==> config.mk <==
export PLATFORM = sky130hd
export DESIGN_NAME = lsu_ctrl
export DESIGN_NICKNAME = d
export VERILOG_FILES = /design/src/rtl/lsu_ctrl.sv
export SDC_FILE = /design/constraint.sdc
export NUM_CORES = 1
export LEC_CHECK = 0
export BUFFER_PORTS_ARGS = -buffer_cell sky130_fd_sc_hd__buf_2
export CAP_MARGIN = 15
export CORE_MARGIN = 10
export CORE_UTILIZATION = 25
export DETAILED_ROUTE_END_ITERATION = 16
export PLACE_DENSITY = 0.48
export SLEW_MARGIN = 0
export SYNTH_ARGS = -nofsm -noshare
export SYNTH_HDL_FRONTEND = slang
export SYNTH_SLANG_ARGS = --single-unit
==> constraint.sdc <==
create_clock -name clk -period 5.65 [get_ports clk]
set_input_delay 0.8475 -clock clk [delete_from_list [all_inputs] [get_ports clk]]
set_output_delay 0.8475 -clock clk [all_outputs]
set_load 0.02 [all_outputs]
==> src/rtl/lsu_ctrl.sv <==
// Load/store unit: req/ack memory handshake, sub-word byte enables, lane replication and load extension.
// Optional misalignment trap enabled by defining LSU_MISALIGN_TRAP_EN.
module lsu_ctrl #(
  parameter int unsigned WORD_WIDTH = 32,
  parameter int unsigned ADDR_WIDTH = 32,
  parameter int unsigned TIMEOUT    = 15
) (
  input  logic                                        clk,
  input  logic                                        rst,
  input  logic                                        lsu_valid,
  input  logic [3:0]                                  lsu_op,
  input  logic [ADDR_WIDTH-1:0]                       lsu_addr,
  input  logic [WORD_WIDTH-1:0]                       lsu_wdata,
  output logic                                        lsu_ready,
  output logic                                        lsu_done,
  output logic [WORD_WIDTH-1:0]                       lsu_rdata,
  output logic [1:0]                                  lsu_err,
  output logic                                        mem_req,
  output logic                                        mem_we,
  output logic [ADDR_WIDTH-$clog2(WORD_WIDTH/8)-1:0]  mem_addr,
  output logic [WORD_WIDTH/8-1:0]                     mem_be,
  output logic [WORD_WIDTH-1:0]                       mem_wdata,
  input  logic                                        mem_ack,
  input  logic [WORD_WIDTH-1:0]                       mem_rdata
);

  localparam int unsigned BYTES   = WORD_WIDTH / 8;
  localparam int unsigned OFF_W   = $clog2(BYTES);
  localparam int unsigned MADDR_W = ADDR_WIDTH - OFF_W;
  localparam int unsigned CNT_W   = $clog2(TIMEOUT + 1);

  typedef enum logic [1:0] {IDLE, REQ, DONE} state_e;

  state_e                  state_q, state_d;
  logic                    ready_q, ready_d, done_q, done_d, req_q, req_d, we_q, we_d;
  logic [WORD_WIDTH-1:0]   rdata_q, rdata_d, wdata_q, wdata_d;
  logic [1:0]              err_q, err_d;
  logic [MADDR_W-1:0]      maddr_q, maddr_d;
  logic [BYTES-1:0]        be_q, be_d;
  logic [CNT_W-1:0]        cnt_q, cnt_d;
  logic [OFF_W-1:0]        off_q, off_d;
  logic [2:0]              nbytes_q, nbytes_d;
  logic                    signed_q, signed_d;

  // Op decode: access size in bytes, sign extension, legality
  logic       op_ok, op_signed;
  logic [2:0] op_nbytes;
  always_comb begin
    op_ok     = 1'b1;
    op_signed = 1'b0;
    op_nbytes = 3'd1;
    case (lsu_op)
      4'b0001: begin op_nbytes = 3'd1; op_signed = 1'b1; end
      4'b0010: begin op_nbytes = 3'd2; op_signed = 1'b1; end
      4'b0011: begin op_nbytes = 3'd4; op_signed = 1'b1; end
      4'b0100: op_nbytes = 3'd1;
      4'b0101: op_nbytes = 3'd2;
      4'b1001: op_nbytes = 3'd1;
      4'b1010: op_nbytes = 3'd2;
      4'b1011: op_nbytes = 3'd4;
      default: op_ok = 1'b0;
    endcase
  end

  // Request-side lane formatting: aligned offset, byte enables, replicated store data
  logic [OFF_W-1:0]      size_mask, raw_off, aln_off;
  logic [3:0]            be_pat;
  logic [BYTES-1:0]      be_new;
  logic [WORD_WIDTH-1:0] wdata_rep;
  logic [1:0]            lane;
  always_comb begin
    size_mask = OFF_W'(op_nbytes - 3'd1);
    raw_off   = lsu_addr[OFF_W-1:0];
    aln_off   = raw_off & ~size_mask;
    be_pat    = (op_nbytes == 3'd4) ? 4'b1111 : (op_nbytes == 3'd2) ? 4'b0011 : 4'b0001;
    be_new    = BYTES'(be_pat) << aln_off;
    wdata_rep = '0;
    lane      = 2'd0;
    for (int unsigned i = 0; i < BYTES; i++) begin
      lane = 2'(i) & 2'(op_nbytes - 3'd1);
      wdata_rep[8*i +: 8] = lsu_wdata[{lane, 3'b000} +: 8];
    end
  end

  // Load-side extraction and extension from the latched offset
  logic [WORD_WIDTH-1:0] shifted, load_ext;
  logic                  sbit;
  always_comb begin
    shifted  = mem_rdata >> {off_q, 3'b000};
    load_ext = '0;
    sbit     = 1'b0;
    case (nbytes_q)
      3'd1: begin
        sbit     = signed_q & shifted[7];
        load_ext = {{(WORD_WIDTH-8){sbit}}, shifted[7:0]};
      end
      3'd2: begin
        sbit     = signed_q & shifted[15];
        load_ext = {{(WORD_WIDTH-16){sbit}}, shifted[15:0]};
      end
      default: begin
        sbit     = signed_q & shifted[31];
        load_ext = {{(WORD_WIDTH-32){sbit}}, shifted[31:0]};
      end
    endcase
  end

  always_comb begin
    state_d  = state_q;
    rdata_d  = rdata_q;
    err_d    = err_q;
    we_d     = we_q;
    maddr_d  = maddr_q;
    be_d     = be_q;
    wdata_d  = wdata_q;
    cnt_d    = cnt_q;
    off_d    = off_q;
    nbytes_d = nbytes_q;
    signed_d = signed_q;
    case (state_q)
      IDLE: begin
        if (lsu_valid && op_ok) begin
          we_d     = lsu_op[3];
          maddr_d  = lsu_addr[ADDR_WIDTH-1:OFF_W];
          be_d     = be_new;
          wdata_d  = wdata_rep;
          off_d    = aln_off;
          nbytes_d = op_nbytes;
          signed_d = op_signed;
          rdata_d  = '0;
          err_d    = 2'b00;
          cnt_d    = '0;
          state_d  = REQ;
`ifdef LSU_MISALIGN_TRAP_EN
          if ((raw_off & size_mask) != '0) begin
            err_d   = 2'b01;
            state_d = DONE;
          end
`endif
        end
      end
      REQ: begin
        if (mem_ack) begin
          rdata_d = we_q ? '0 : load_ext;
          err_d   = 2'b00;
          state_d = DONE;
        end else if (cnt_q == CNT_W'(TIMEOUT - 1)) begin
          err_d   = 2'b10;
          state_d = DONE;
        end else begin
          cnt_d = cnt_q + CNT_W'(1);
        end
      end
      DONE:    state_d = IDLE;
      default: state_d = IDLE;
    endcase
    ready_d = (state_d == IDLE);
    done_d  = (state_d == DONE);
    req_d   = (state_d == REQ);
  end

  always_ff @(posedge clk) begin
    if (rst) begin
      state_q  <= IDLE;
      ready_q  <= 1'b1;
      done_q   <= 1'b0;
      req_q    <= 1'b0;
      we_q     <= 1'b0;
      rdata_q  <= '0;
      wdata_q  <= '0;
      err_q    <= 2'b00;
      maddr_q  <= '0;
      be_q     <= '0;
      cnt_q    <= '0;
      off_q    <= '0;
      nbytes_q <= 3'd1;
      signed_q <= 1'b0;
    end else begin
      state_q  <= state_d;
      ready_q  <= ready_d;
      done_q   <= done_d;
      req_q    <= req_d;
      we_q     <= we_d;
      rdata_q  <= rdata_d;
      wdata_q  <= wdata_d;
      err_q    <= err_d;
      maddr_q  <= maddr_d;
      be_q     <= be_d;
      cnt_q    <= cnt_d;
      off_q    <= off_d;
      nbytes_q <= nbytes_d;
      signed_q <= signed_d;
    end
  end

  assign lsu_ready = ready_q;
  assign lsu_done  = done_q;
  assign lsu_rdata = rdata_q;
  assign lsu_err   = err_q;
  assign mem_req   = req_q;
  assign mem_we    = we_q;
  assign mem_addr  = maddr_q;
  assign mem_be    = be_q;
  assign mem_wdata = wdata_q;

endmodule

==> results of run 1 <==
layout make-up:
cell class	instances	area (µm²)	share of cell area, %
timing repair buffer	210	1060	15.2
clock buffer	18	439	6.31
inverter	3	11.3	0.162
multi-input combinational	406	2620	37.6
sequential	115	2300	33.1
tap	270	338	4.85
antenna	3	7.51	0.108
clock inverter	13	184	2.64
kinds of logic after synthesis:
group | after synthesis
AND/OR/NAND/NOR | 182
AO/OA/AOI/OAI | 168
flip-flops | 115
multiplexers | 49
buffers and inverters | 47
adder cells (fa/ha/maj) | 4
XOR/XNOR | 2
other | 1
power groups by stage:
stage | clock network (mW) | registers (mW) | logic (mW)
detailed placement | 0 | 0.893 | 0.338
global placement | 0 | 0.893 | 0.339
floorplan | 0 | 0.934 | 0.172
CTS | 1.18 | 0.876 | 0.339
global route | 1.21 | 0.881 | 0.366
finish | 1.15 | 0.876 | 0.332
metal layers:
metal / up-vias / track usage [%] / part of all wire (%)
met5: - / 0 / 0
met4: 0 / 2.80 / 0.51
met3: 6 / 6.52 / 10
met2: 170 / 20.2 / 44
met1: 2260 / 17.0 / 45
li1: 2403 / - / -
Yosys cell counts (8+ instances only):
cell      instances
a211oi_1          9
a211oi_2          9
a21oi_1          63
a221o_1           8
a32oi_1          16
buf_2            20
clkbuf_1         15
dfxtp_1         115
mux2_2           17
mux2i_1          31
nand2_1         123
nor2_1           24
o211ai_1          9
o21ai_0          34
sequential cells by signal, indices dropped and copies added (netlist names), 2 cells and up:
| register | count |
|---|---|
| mem_addr | 30 |
| mem_be | 4 |
| mem_wdata | 32 |
| lsu_rdata | 32 |
| nbytes_q | 3 |
| cnt_q | 4 |
| off_q | 2 |
| state_q | 2 |
critical path: cells and delay by family:
family / cells / cell delay (ns)
buf+inv: 1 / 0.13
simple gates: 1 / 0.16
fa+ha+maj: 1 / 0.93
mux: 1 / 0.42
compound gates: 3 / 0.52
path summary, 6_finish.rpt:
kind / slack [ns] / cells after the start / from / to
max: 2.88 / 7 / lsu_op[2] / mem_wdata[29]$_SDFFE_PP0P_
min: 0.45 / 2 / mem_be[0]$_SDFFE_PP0P_ / mem_be[0]$_SDFFE_PP0P_
max reg2reg: 3.44 / 3 / off_q[1]$_SDFFE_PP0P_ / lsu_rdata[22]$_SDFFE_PP0P_
min reg2reg: 0.45 / 2 / mem_be[0]$_SDFFE_PP0P_ / mem_be[0]$_SDFFE_PP0P_
==> summary.txt, run 1 <==
Run status: finished clean
Final design utilization: 34.3%
Post_cts resized: 0
Yosys top cell area share: 44.6%
Clock network power share: 48.8%
Filler cells: 2187
Tmin final: 2.77 ns
Crit end category: register
Sequential area share after synthesis: 44.6%
Leak Pwr: 2.95 nW
IO Count: 208
DPL Wire Length: 13.6 mm
Sink Count: 115
Synthesized area: 5160 µm²
Root Buffer: clkbuf_16
Final Routed Wirelength: 18.5 mm
Starting density of the core: 25.4%
FMAX: 361 MHz
Flops & latches, synth: 115
First-pass GRT wire length: 28.4 mm
Final Power: 2.36 mW
Max FO, Critical Path: 19
Commonest non-fill, non-tap cells in the layout: buf_2, nand2_1, dfxtp_1
Sequential Power Share: 37.2%
EDFF count, synth: 0
Placeable Area: 20300 µm²
Crit Path Class: in -> reg
Final Slew Violations: 0
CTS clk-pin slew, worst paths: 0.06 ns
Pin count of the biggest net entering global routing: 89
Die width: 164 µm
Sw Ratio: 27.0%
Share of cells above drive strength 1: 37.0%
TNS Setup: 0 ns
Tightest Hold Check Type: reg -> reg
Most common cell after layout, fill and taps aside: buf_2
Remaining global-route overflow: 0
Die area: 26800 µm²
Startpoint Class: input port
Max Cap Viol: 0
Main synth FF type: dfxtp_1
Max VDD drop: 0.000206 V
Hold WS: 0.450 ns
Internal Power: 1.72 mW
P&R area growth vs syn: 34.9%
Post-Syn Area per Cell: 9.08 µm²
Final hold viol count: 0
Final worst slack: 2.88 ns
Die Y: 164 µm
Placed cell count: 1004
Via density per instance: 4.66
Synth warn: 0
Net Switching: 638 µW
PD cells: 339 nW/µm²
Post-synthesis compound-gate area fraction: 22.8%
FP Rows: 52
Total number of vias: 4839
XOR/XNOR Fraction of Synth Area: 0.339%
CP required: 5.91 ns
Placer Congestion: 0.795
Gate Count Post-Synth: 568
Synthesized Nets: 676
# setup viols final: 0
DRC: 0
Vias in the first global route: 4845
Antenna violations before repair: 1
Largest family of logic cells by synthesized area: compound AO/OA/AOI/OAI gates
Logic gate share of total power: 14.1%
Adder-Cell Fraction of Synth Area: 0.970%
Routed len/inst: 17.8 µm
Overall Global Routing Usage: 13.4%
Non-Filler Instances: 1038
Final net count: 861
Synth top area cells: dfxtp_1, nand2_1, a21oi_1
Placed inst area: 6330 µm²
Cell area after layout: 6960 µm²
Initial DRC count: 225
Unrepaired setup endpoints after global routing: false
Worst path cell trace: buf_2, nor3b_4, a21oi_1, ha_1, mux2_2, o211ai_1, a21oi_1
ANT nets after route: 0
First-pass DRT Iterations: 4
CTS Hold Bufs: 0
Fin Clk Skew: 0.00800 ns
Most frequent CP cell: a21oi_1
Slew headroom: 24.3%
Place WS: 2.47 ns
Worst-path cell with the longest stage delay: ha_1
Synth area leader: dfxtp_1
Port bufs: 206
Fin crit share: 49.1%
CP arrival: 3.03 ns
CP peak stage delay: 0.93 ns
Cts bufs inserted: 17
Post-synthesis simple-gate area fraction: 16.1%
Deepest clock path buffer count: 2
Post-synthesis mux area share: 10.2%
Setup Buffers After CTS: 0
Worst skew pair latency: 0.41 ns
H-tree depth: 4
Ys async rst share: 0%
CTS tree: done
Slew @ Worst Pin: 1.13 ns
Yosys cell types: 54
No activity file was read; power rests on OpenSTA's default activity.
==> run 2: changes to the inputs <==
==> constraint.sdc (replaced) <==
create_clock -name clk -period 2.65 [get_ports clk]
set_input_delay 0.3975 -clock clk [delete_from_list [all_inputs] [get_ports clk]]
set_output_delay 0.3975 -clock clk [all_outputs]
set_load 0.02 [all_outputs]
==> summary.txt, run 2 (synthesized netlist as in run 1, its figures left out) <==
Run status: finished clean
Worst skew pair latency: 0.42 ns (about the same)
Fin crit share: 72.1%
Startpoint Class: register
Share of cells above drive strength 1: 38.0% (+0.97 points)
Most common cell after layout, fill and taps aside: buf_2
Final Slew Violations: 0 (unchanged)
CTS Hold Bufs: 0 (unchanged)
FP Rows: 52 (unchanged)
Deepest clock path buffer count: 2 (unchanged)
CTS tree: done
Setup Buffers After CTS: 0 (unchanged)
Remaining global-route overflow: 0 (unchanged)
Pin count of the biggest net entering global routing: 81 (-9.0%)
Commonest non-fill, non-tap cells in the layout: buf_2, nand2_1, dfxtp_1
Crit Path Class: reg -> reg
Initial DRC count: 214 (-4.9%)
Final net count: 872 (+1.3%)
Slew headroom: 34.3% (+10 points)
Tightest Hold Check Type: in -> reg
TNS Setup: 0 ns (unchanged)
Non-Filler Instances: 1049 (+1.1%)
Fin Clk Skew: 0.00794 ns (-0.0000593 ns)
Final hold viol count: 0 (unchanged)
Unrepaired setup endpoints after global routing: false
Post_cts resized: 0 (unchanged)
Net Switching: 1.41 mW (+120%)
ANT nets after route: 0 (unchanged)
Max Cap Viol: 0 (unchanged)
Port bufs: 206 (unchanged)
DRC: 0 (unchanged)
Via density per instance: 4.63 (-0.76%)
Tmin final: 1.91 ns
Filler cells: 2188 (+0.046%)
First-pass DRT Iterations: 4 (unchanged)
Overall Global Routing Usage: 13.3% (-0.12 points)
H-tree depth: 4 (unchanged)
Starting density of the core: 25.4% (unchanged)
Internal Power: 3.70 mW (+120%)
Final Routed Wirelength: 18.4 mm (-0.27%)
Total number of vias: 4853 (+0.29%)
CTS clk-pin slew, worst paths: 0.06 ns (about the same)
Die width: 164 µm (unchanged)
Leak Pwr: 3.02 nW (+2.1%)
# setup viols final: 0 (unchanged)
CP arrival: 2.24 ns (-0.79 ns)
Crit end category: register
Max VDD drop: 0.000432 V (+110%)
Routed len/inst: 17.6 µm (-1.3%)
Die area: 26800 µm² (unchanged)
P&R area growth vs syn: 37.0%
Antenna violations before repair: 7 (+6)
PD cells: 723 nW/µm² (+110%)
Placed cell count: 1015 (+1.1%)
Logic gate share of total power: 14.2% (about the same)
Placeable Area: 20300 µm² (unchanged)
Cts bufs inserted: 17 (unchanged)
Max FO, Critical Path: 40 (+21)
Slew @ Worst Pin: 0.985 ns (-0.148 ns)
Placer Congestion: 0.812 (+2.2%)
FMAX: 524 MHz
Place WS: 0.392 ns (-2.08 ns)
Sink Count: 115 (unchanged)
Clock network power share: 49.3% (+0.5 points)
Root Buffer: clkbuf_16
CP required: 2.98 ns (-2.93 ns)
First-pass GRT wire length: 28.0 mm (-1.6%)
Vias in the first global route: 4838 (-0.14%)
IO Count: 208 (unchanged)
Final worst slack: 0.740 ns (-2.14 ns)
Sw Ratio: 27.6% (+0.60 points)
Sequential Power Share: 36.5% (-0.7 points)
DPL Wire Length: 13.6 mm (about the same)
Die Y: 164 µm (unchanged)
## run 2: final cells by class
type                    count  area (µm²)  share of cell area [%]
inverters                   3        11.3                   0.159
well taps                 270         338                    4.78
clock inverters            14         203                    2.87
diodes                      2        5.00                  0.0708
clock buffers              18         439                    6.21
flip-flops and latches    115        2300                    32.6
repair buffers            221        1160                    16.4
multi-input cells         406        2620                    37.0
## run 2: path summary, 6_finish.rpt
kind	depth (start not counted)	slack [ns]	to	start
worst max-delay path	5	0.74	mem_wdata[15]$_SDFFE_PP0P_	state_q[0]$_SDFF_PP0_
worst min-delay path	3	0.22	mem_addr[11]$_SDFFE_PP0P_	lsu_addr[13]
worst max register to register	5	0.74	mem_wdata[15]$_SDFFE_PP0P_	state_q[0]$_SDFF_PP0_
worst min register to register	2	0.45	mem_addr[13]$_SDFFE_PP0P_	mem_addr[13]$_SDFFE_PP0P_
## run 2: per-stage QoR
step / power [mW] / hold WS (ns) / utilization [%] / cell area, µm²
2_1_floorplan: 2.36 / 0.460 / - / 5160
3_3_place_gp: 2.64 / 0.439 / 31.6 / 6420
3_5_place_dp: 2.64 / 0.444 / 31.6 / 6420
4_1_cts: 5.20 / 0.196 / 34.8 / 7070
5_1_grt: 5.33 / 0.202 / 34.8 / 7070
6_report: 5.11 / 0.217 / 34.8 / 7070
## run 2: power groups by stage
| stage | sequential, mW | clock, mW | combinational, mW |
|---|---|---|---|
| final | 1.87 | 2.52 | 0.726 |
| after global routing | 1.88 | 2.65 | 0.801 |
| after CTS | 1.87 | 2.59 | 0.741 |
| after detailed placement | 1.90 | 0 | 0.739 |
| after global placement | 1.90 | 0 | 0.740 |
| after floorplan | 1.99 | 0 | 0.367 |
## run 2: worst max-delay path: stages (launching register included)
cell and delay [ns]:
dfxtp_1 0.35, nor3b_4 0.36, and3_4 0.58, buf_4 0.29, nor2_1 0.07, a211oi_2 0.17
## run 2: per-layer routing
layer | up-vias | GRT usage (%) | routed length [µm]
met1 | 2236 | 16.7 | 8450
met4 | 6 | 3.78 | 267
li1 | 2423 | - | -
met2 | 164 | 19.8 | 7970
met3 | 24 | 6.54 | 1690
met5 | - | 0 | 34
==> run 3: changes to the inputs <==
==> constraint.sdc (replaced) <==
create_clock -name clk -period 1.8 [get_ports clk]
set_input_delay 0.27 -clock clk [delete_from_list [all_inputs] [get_ports clk]]
set_output_delay 0.27 -clock clk [all_outputs]
set_load 0.02 [all_outputs]
==> summary.txt, run 3 (synthesized netlist as in run 1, its figures left out) <==
Die area: 26800 µm² (unchanged)
First-pass DRT Iterations: 4 (unchanged)
Non-Filler Instances: 1078 (+2.8%)
Setup Buffers After CTS: 0 (unchanged)
Area of the multi-input gates: 2620 µm² (unchanged)
Remaining global-route overflow: 0 (unchanged)
TNS Setup: 0 ns (unchanged)
Max VDD drop: 0.000658 V (+52%)
Max FO, Critical Path: 5 (-88%)
Worst hold path stage count: 3 (unchanged)
First-pass GRT wire length: 28.9 mm (+3.4%)
Worst skew pair latency: 0.41 ns (about the same)
Commonest non-fill, non-tap cells in the layout: buf_2, nand2_1, dfxtp_1
Startpoint Class: register
FP Rows: 52 (unchanged)
Final hold viol count: 0 (unchanged)
Final Routed Wirelength: 18.6 mm (+1.2%)
Fin Clk Skew: 0.00670 ns (-0.00123 ns)
Placed cell count: 1046 (+3.1%)
Root Buffer: clkbuf_16
Crit end category: register
DRC: 0 (unchanged)
# setup viols final: 0 (unchanged)
Die width: 164 µm (unchanged)
Port bufs: 206 (unchanged)
Via density per instance: 4.54 (-1.9%)
Filler cells: 2183 (-0.23%)
Slew headroom: 41.4% (+7.1 points)
Unrepaired setup endpoints after global routing: false
CTS tree: done
Overall Global Routing Usage: 13.6% (+0.30 points)
Final worst slack: 0.129 ns (-0.611 ns)
Die Y: 164 µm (unchanged)
Place WS: -0.156 ns (-0.547 ns)
Worst r2r path cells: 5 (unchanged)
Met2 usage: 20.6% (+0.76 points)
CTS clk-pin slew, worst paths: 0.06 ns (about the same)
DPL Wire Length: 14.0 mm (+2.7%)
CP required: 2.09 ns (-0.89 ns)
PD cells: 1020 nW/µm² (+41%)
P&R area growth vs syn: 43.1%
Tmin final: 1.67 ns (-0.239 ns)
Placeable Area: 20300 µm² (unchanged)
Vias in the first global route: 5082 (+5.0%)
Met3 GRT Util: 6.49% (-0.050 points)
GR peak layer: met2
Share of cells above drive strength 1: 40.2% (+2.3 points)
Antenna cell count: 0 (-2)
Starting density of the core: 25.4% (unchanged)
Max Cap Viol: 0 (unchanged)
Register area: 2300 µm² (unchanged)
Tightest Hold Check Type: in -> reg
Antenna violations before repair: 1 (-6)
Crit Path Class: reg -> reg
Total number of vias: 4893 (+0.82%)
Final Slew Violations: 0 (unchanged)
Cts bufs inserted: 17 (unchanged)
Slew @ Worst Pin: 0.879 ns (-0.106 ns)
CP arrival: 1.96 ns (-0.28 ns)
Placer Congestion: 0.810 (-0.25%)
Met1 Usage GRT: 16.9% (+0.25 points)
H-tree depth: 4 (unchanged)
Routed len/inst: 17.3 µm (-1.5%)
ANT nets after route: 0 (unchanged)
Most common cell after layout, fill and taps aside: buf_2
CTS Hold Bufs: 0 (unchanged)
FMAX: 598 MHz (+14%)
Initial DRC count: 207 (-3.3%)
Deepest clock path buffer count: 2 (unchanged)
Leak Pwr: 3.20 nW (+6.1%)
Pin count of the biggest net entering global routing: 72 (-11%)
Final net count: 903 (+3.6%)
Fin crit share: 92.8% (+21 points)
Placed inst area: 6760 µm² (+5.2%)
Cell area after layout: 7390 µm² (+4.5%)
Post_cts resized: 0 (unchanged)
IO Count: 208 (unchanged)
Run status: finished clean
Sink Count: 115 (unchanged)
run 3: critical path: stages (launching register included):
cell     delay (ns)
dfxtp_1        0.35
nor3b_4        0.35
o21ai_4        0.14
and2_1         0.20
buf_4          0.17
a221o_1        0.35
run 3: power breakdown:
part	total, mW	switching [mW]	internal (mW)
logic	1.17	0.688	0.483
registers	2.74	0.0704	2.67
clock network	3.60	1.25	2.35
total	7.52	2.01	5.51
run 3: metal layers:
layer | vias up | part of all wire (%)
met2 | 171 | 44
met5 | - | 0
met4 | 0 | 1.1
li1 | 2483 | -
met3 | 15 | 10
met1 | 2224 | 44
run 3: final cells by class:
| type | count | area share (%) |
|---|---|---|
| multi-input cells | 406 | 35.4 |
| flip-flops and latches | 115 | 31.2 |
| repair buffers | 252 | 20.2 |
| clock buffers | 19 | 6.00 |
| well taps | 270 | 4.57 |
| clock inverters | 13 | 2.49 |
| inverters | 3 | 0.152 |
run 3: worst paths after layout:
| path | from | end | slack [ns] |
|---|---|---|---|
| setup / recovery | state_q[0]$_SDFF_PP0_ | lsu_rdata[8]$_SDFFE_PP0P_ | 0.13 |
| hold / removal | lsu_addr[29] | mem_addr[27]$_SDFFE_PP0P_ | 0.09 |
| setup reg to reg | state_q[0]$_SDFF_PP0_ | lsu_rdata[8]$_SDFFE_PP0P_ | 0.13 |
| hold reg to reg | mem_addr[15]$_SDFFE_PP0P_ | mem_addr[15]$_SDFFE_PP0P_ | 0.45 |
run 3: through the flow:
step / hold slack (ns) / utilization [%] / power, mW
2_1_floorplan: 0.389 / - / 3.47
3_3_place_gp: 0.439 / 33.3 / 3.99
3_5_place_dp: 0.444 / 33.3 / 3.99
4_1_cts: 0.0688 / 36.4 / 7.65
5_1_grt: 0.0811 / 36.4 / 7.87
6_report: 0.0908 / 36.4 / 7.52
